--- src/rtl/adder_display.sv ---
// rtl/adder_display.sv - 9-bit adder sum to 3-digit BCD with multiplexed 7-segment scan
module adder_display #(
  parameter int REFRESH_DIV = 100000
) (
  input  logic       clk,
  input  logic       rst,
  input  logic [7:0] result,
  input  logic       carry,
  output logic [7:0] anode,
  output logic [6:0] seg,
  output logic       dp,
  output logic       busy
);

  localparam int CW = (REFRESH_DIV > 2) ? $clog2(REFRESH_DIV) : 1;

  typedef enum logic [1:0] {IDLE, SHIFT, LOAD} state_t;

  state_t        state, state_nxt;
  logic [8:0]    value;
  logic [8:0]    last, last_nxt;
  logic [8:0]    shreg, shreg_nxt;
  logic [11:0]   bcd, bcd_nxt, adj;
  logic [20:0]   shifted;
  logic [3:0]    cnt, cnt_nxt;
  logic          load;
  logic [3:0]    d2, d1, d0;
  logic [CW-1:0] refresh_cnt;
  logic [1:0]    sel;
  logic [3:0]    digit;
  logic          blank;
  logic [7:0]    anode_nxt;
  logic [6:0]    seg_nxt;

  assign value = {carry, result};
  assign dp    = 1'b1;
  assign busy  = (state != IDLE);

  // Double-dabble step: correct each nibble before the shift so it carries in decimal.
  always_comb begin
    adj = bcd;
    for (int i = 0; i < 3; i++) begin
      if (bcd[i*4 +: 4] >= 4'd5) adj[i*4 +: 4] = bcd[i*4 +: 4] + 4'd3;
    end
    shifted = {adj, shreg} << 1;
  end

  always_comb begin
    state_nxt = state;
    last_nxt  = last;
    shreg_nxt = shreg;
    bcd_nxt   = bcd;
    cnt_nxt   = cnt;
    load      = 1'b0;
    case (state)
      IDLE: begin
        if (value != last) begin
          shreg_nxt = value;
          last_nxt  = value;
          bcd_nxt   = 12'd0;
          cnt_nxt   = 4'd0;
          state_nxt = SHIFT;
        end
      end
      SHIFT: begin
        {bcd_nxt, shreg_nxt} = shifted;
        cnt_nxt = cnt + 4'd1;
        if (cnt == 4'd8) state_nxt = LOAD;
      end
      LOAD: begin
        load      = 1'b1;
        state_nxt = IDLE;
      end
      default: state_nxt = IDLE;
    endcase
  end

  always_ff @(posedge clk or posedge rst) begin
    if (rst) begin
      state <= IDLE;
      last  <= 9'd0;
      shreg <= 9'd0;
      bcd   <= 12'd0;
      cnt   <= 4'd0;
    end else begin
      state <= state_nxt;
      last  <= last_nxt;
      shreg <= shreg_nxt;
      bcd   <= bcd_nxt;
      cnt   <= cnt_nxt;
    end
  end

  always_ff @(posedge clk or posedge rst) begin
    if (rst) begin
      d2 <= 4'd0;
      d1 <= 4'd0;
      d0 <= 4'd0;
    end else if (load) begin
      d2 <= bcd[11:8];
      d1 <= bcd[7:4];
      d0 <= bcd[3:0];
    end
  end

  always_ff @(posedge clk or posedge rst) begin
    if (rst) begin
      refresh_cnt <= '0;
      sel         <= 2'd0;
    end else if (refresh_cnt == CW'(REFRESH_DIV - 1)) begin
      refresh_cnt <= '0;
      sel         <= (sel == 2'd2) ? 2'd0 : sel + 2'd1;
    end else begin
      refresh_cnt <= refresh_cnt + CW'(1);
    end
  end

  function automatic logic [6:0] seg_code(input logic [3:0] d);
    case (d)
      4'd0:    seg_code = 7'b1000000;
      4'd1:    seg_code = 7'b1111001;
      4'd2:    seg_code = 7'b0100100;
      4'd3:    seg_code = 7'b0110000;
      4'd4:    seg_code = 7'b0011001;
      4'd5:    seg_code = 7'b0010010;
      4'd6:    seg_code = 7'b0000010;
      4'd7:    seg_code = 7'b1111000;
      4'd8:    seg_code = 7'b0000000;
      4'd9:    seg_code = 7'b0010000;
      default: seg_code = 7'b1111111;
    endcase
  endfunction

  // Leading zeros are blanked by leaving the anode off; seg is parked all-off.
  always_comb begin
    digit = d0;
    blank = 1'b0;
    case (sel)
      2'd1: begin
        digit = d1;
        blank = (d2 == 4'd0) && (d1 == 4'd0);
      end
      2'd2: begin
        digit = d2;
        blank = (d2 == 4'd0);
      end
      default: begin
        digit = d0;
        blank = 1'b0;
      end
    endcase
    anode_nxt = blank ? 8'hFF : ~(8'd1 << sel);
    seg_nxt   = blank ? 7'h7F : seg_code(digit);
  end

  always_ff @(posedge clk or posedge rst) begin
    if (rst) begin
      anode <= 8'b11111110;
      seg   <= 7'b1000000;
    end else begin
      anode <= anode_nxt;
      seg   <= seg_nxt;
    end
  end

endmodule

--- config.mk ---
export PLATFORM = sky130hd
export DESIGN_NAME = adder_display
export DESIGN_NICKNAME = d
export VERILOG_FILES = /design/src/rtl/adder_display.sv
export SDC_FILE = /design/constraint.sdc
export NUM_CORES = 1
export LEC_CHECK = 0
export CORE_ASPECT_RATIO = 1.25
export CORE_MARGIN = 5
export CORE_UTILIZATION = 40
export DETAILED_ROUTE_END_ITERATION = 6
export DONT_BUFFER_PORTS = 1
export HOLD_SLACK_MARGIN = 0.12
export MAX_ROUTING_LAYER = met4
export PLACE_DENSITY = 0.6
export SETUP_SLACK_MARGIN = 0.4
export SKIP_LAST_GASP = 1
export SLEW_MARGIN = 40
export SYNTH_ARGS = -nofsm -noshare
export SYNTH_HDL_FRONTEND = slang
export SYNTH_SLANG_ARGS = --single-unit
--- constraint.sdc ---
create_clock -name clk -period 3.4 [get_ports clk]
set_clock_uncertainty 0.15 [all_clocks]
set_input_delay 0.68 -clock clk [delete_from_list [all_inputs] [get_ports clk]]
set_output_delay 0.68 -clock clk [all_outputs]
set_load 0.03 [all_outputs]
==> results.toml <==
[route]
vias = 2654
vias_per_cell = 5.15
wl_um = 7290
drt_iter0_drc = 91
wl_per_cell_um = 14.2
dr.pass1.iters = 4
drc = 0
ant_nets = 0

[finish]
drive_gt1_share_pct = 8.74
multiInputGateArea_sq_um = 1780
syn_to_final_growth_pct = 9.44
finalNetCount = 414
fill_cells = 941
antenna-diode-count = 0
seqCellArea_sq_um = 1960

[die]
rows = 40
num_io_pins = 28
start_util_pct = 40.8
dieArea_sq_um = 11900
die_x_um = 98.6
die_y_um = 121
core-area_sq_um = 9610

[synthesis]
synth_seq_area_share_pct = 49.9
async_reset_ff_share_pct = 100
synth_cells = 386
ys_ff_latch = 78
synth_area_sq_um = 3920
synth-main-ff-cell = "dfrtp_1"
yosys_warnings = 0
synth_cell_types = 46
synth-edff-count = 0
syn-mean-instance-area_sq_um = 10.2

[cts]
h-tree-depth = 3
postCtsHoldBufs = 0
cts_root_buffer = "clkbuf_16"
clock-sinks = 78
insertion_delay_ps = 330
cts_resized = 0
cts_tree = "done"
path_clk_slew_ps = 50
clockBufferDepth = 2
cts_buffers = 9
cts_setup_buffers = 0

[setup_path]
crit_type = "reg2out"
cpPeakStageDelay_ps = 770
cp_cell_sequence = "nor2_1 -> inv_1"
worstPathArrival_ps = 1690
worst_setup_path_end_kind = "output port"
critPathMaxFanout = 21
crit_path_top_delay_cell = "dfrtp_1"
critPathLaunchType = "flop"
crit_required_ps = 2570

[pwr]
sw_frac_of_total_pct = 36.9
clock_power_share_pct = 23.6
totalPowerFinal_mw = 3.69
powerDensity_nw_per_um2 = 860
p_seq_share_pct = 43.0
p_switching_mw = 1.36
ir_drop_uv = 514
p_int_mw = 2.33
combPwrFrac_pct = 33.5
power_leakage_nw = 1.95

[timing]
hold_viol_final = 0
hold_ws_ps = 132
max_clock_freq_mhz = 397
finalSetupTns_ps = 0
report.final.slew_viol_count = 0
setup_viol = 0
tightest_slew_ps = 768
finalCritPeriodShare_pct = 74.0
post-route-min-period_ps = 2520
grt_setup_unrepaired = "false"
relSlewSlack_pct = 48.1

[global_routing]
grt_use_total_pct = 14.0
grt_pass1_vias = 2726
antenna_found_initial = 0
grt_max_degree = 44
grt-ovfl-total = 0
grt_pass1_wl_um = 13000

[placement]
port_buffers = 0
dp_hpwl_um = 5100
gp_congestion = 0.804

[hold_path]
min_path_type = "in2async"

[status]
outcome = "complete, no violations"

[flow_run]
cap_violations = 0
## power by group through the flow
stage	Clock (mW)	Sequential, mW	Combinational, mW
floorplan	0	1.50	1.08
finish	0.871	1.59	1.24
global placement	0	1.59	1.19
global route	0.946	1.63	1.42
detailed placement	0	1.60	1.25
CTS	0.900	1.59	1.25
## metrics by stage
step                      utilization [%]  instances  instance area (sq um)  setup slack (ps)
after global placement               41.9        500                   4020               970
after CTS                            44.7        515                   4290               853
final                                44.7        515                   4290               883
after global routing                 44.7        515                   4290               714
after detailed placement             41.9        500                   4020               910
after floorplan                         -        390                   3940               582
## logic make-up (layout without fill, tap and decap cells)
| group | count (synthesis) | in the layout | share of synthesized area, % |
|---|---|---|---|
| AND/OR/NAND/NOR | 128 | 128 | 16.0 |
| AO/OA/AOI/OAI | 71 | 71 | 11.9 |
| multiplexers | 17 | 17 | 4.69 |
| buffers and inverters | 44 | 43 | 5.17 |
| adder cells (fa/ha/maj) | 18 | 18 | 5.74 |
| XOR/XNOR | 29 | 29 | 6.47 |
| other | 1 | 5 | 0.0956 |
| flip-flops | 78 | 78 | 49.9 |
## placed cells by master (no fill, tap or decap), types with 9 or more instances in the layout
cell        n
xor2_1     13
o21ai_0    22
dfrtp_1    74
nand2b_1   10
clkbuf_16   9
a21oi_1    16
ha_1       18
nor2_1     25
inv_1      24
xnor2_1    16
nand2_1    53
mux2_2     10
## metal layers
| metal | vias to the layer above | share of wire (%) | track usage, % |
|---|---|---|---|
| met5 | - | 0 | - |
| met4 | 0 | 1.4 | 4.61 |
| met3 | 9 | 4.3 | 4.33 |
| met2 | 41 | 50 | 22.9 |
| met1 | 1294 | 44 | 16.3 |
| li1 | 1310 | - | - |
## worst paths after layout
kind,cells past startpoint,startpoint,to,slack (ps)
hold reg to reg,1,refresh_cnt[0],refresh_cnt[0],330
setup / recovery,2,state[1],busy,880
hold / removal,1,rst,refresh_cnt[13],130
max in group asynchronous,2,rst,seg[6],2320
min in group clk,2,result[0],last[0],300
setup reg to reg,7,sel[1],seg[4],970
## state kept, by name (all words and copies together), names as in the netlist
register     cells
shreg            9
state            2
cnt              4
bcd             12
anode            4
d1               4
last             9
sel              2
seg              7
d2               4
d0               4
refresh_cnt     17
## area by class of cell
| class | instances | share of cell area, % |
|---|---|---|
| clock buffers | 14 | 6.15 |
| clock inverters | 1 | 0.117 |
| inverters | 25 | 2.24 |
| multi-input cells | 268 | 41.4 |
| flip-flops and latches | 78 | 45.6 |
| well taps | 126 | 3.67 |
| repair buffers | 3 | 0.816 |
## cells in the mapped netlist, types with 2 or more instances
cell,n,share of area [%]
a21o_1,2,0.38
nor3b_1,2,0.38
a22oi_1,3,0.57
nor2b_1,2,0.32
nor3_1,7,0.89
a221o_1,7,1.8
a22o_1,6,1.3
mux2i_1,6,1.5
nand4_1,7,1.1
nand2_1,53,5.1
nand2b_1,10,1.6
xor2_1,13,2.9
inv_1,25,2.4
buf_4,6,1.1
a211oi_1,6,1.1
xnor2_1,16,3.6
a21oi_1,16,2.0
o31ai_1,3,0.57
clkbuf_1,11,1.1
nor2_1,25,2.4
nand3_1,7,0.89
mux2_2,10,2.9
nor4_1,3,0.48
nand3b_1,3,0.57
dfrtp_1,74,47
ha_1,18,5.7
dfstp_2,4,2.7
buf_6,2,0.57
o21ai_0,22,2.8
## critical path, delay by kind of cell (launching register included)
family | cells | cell delay (ps)
buffers and inverters | 1 | 360
and+or+nand+nor | 1 | 220
DFF | 1 | 770
(Power assumes the default switching activity.)
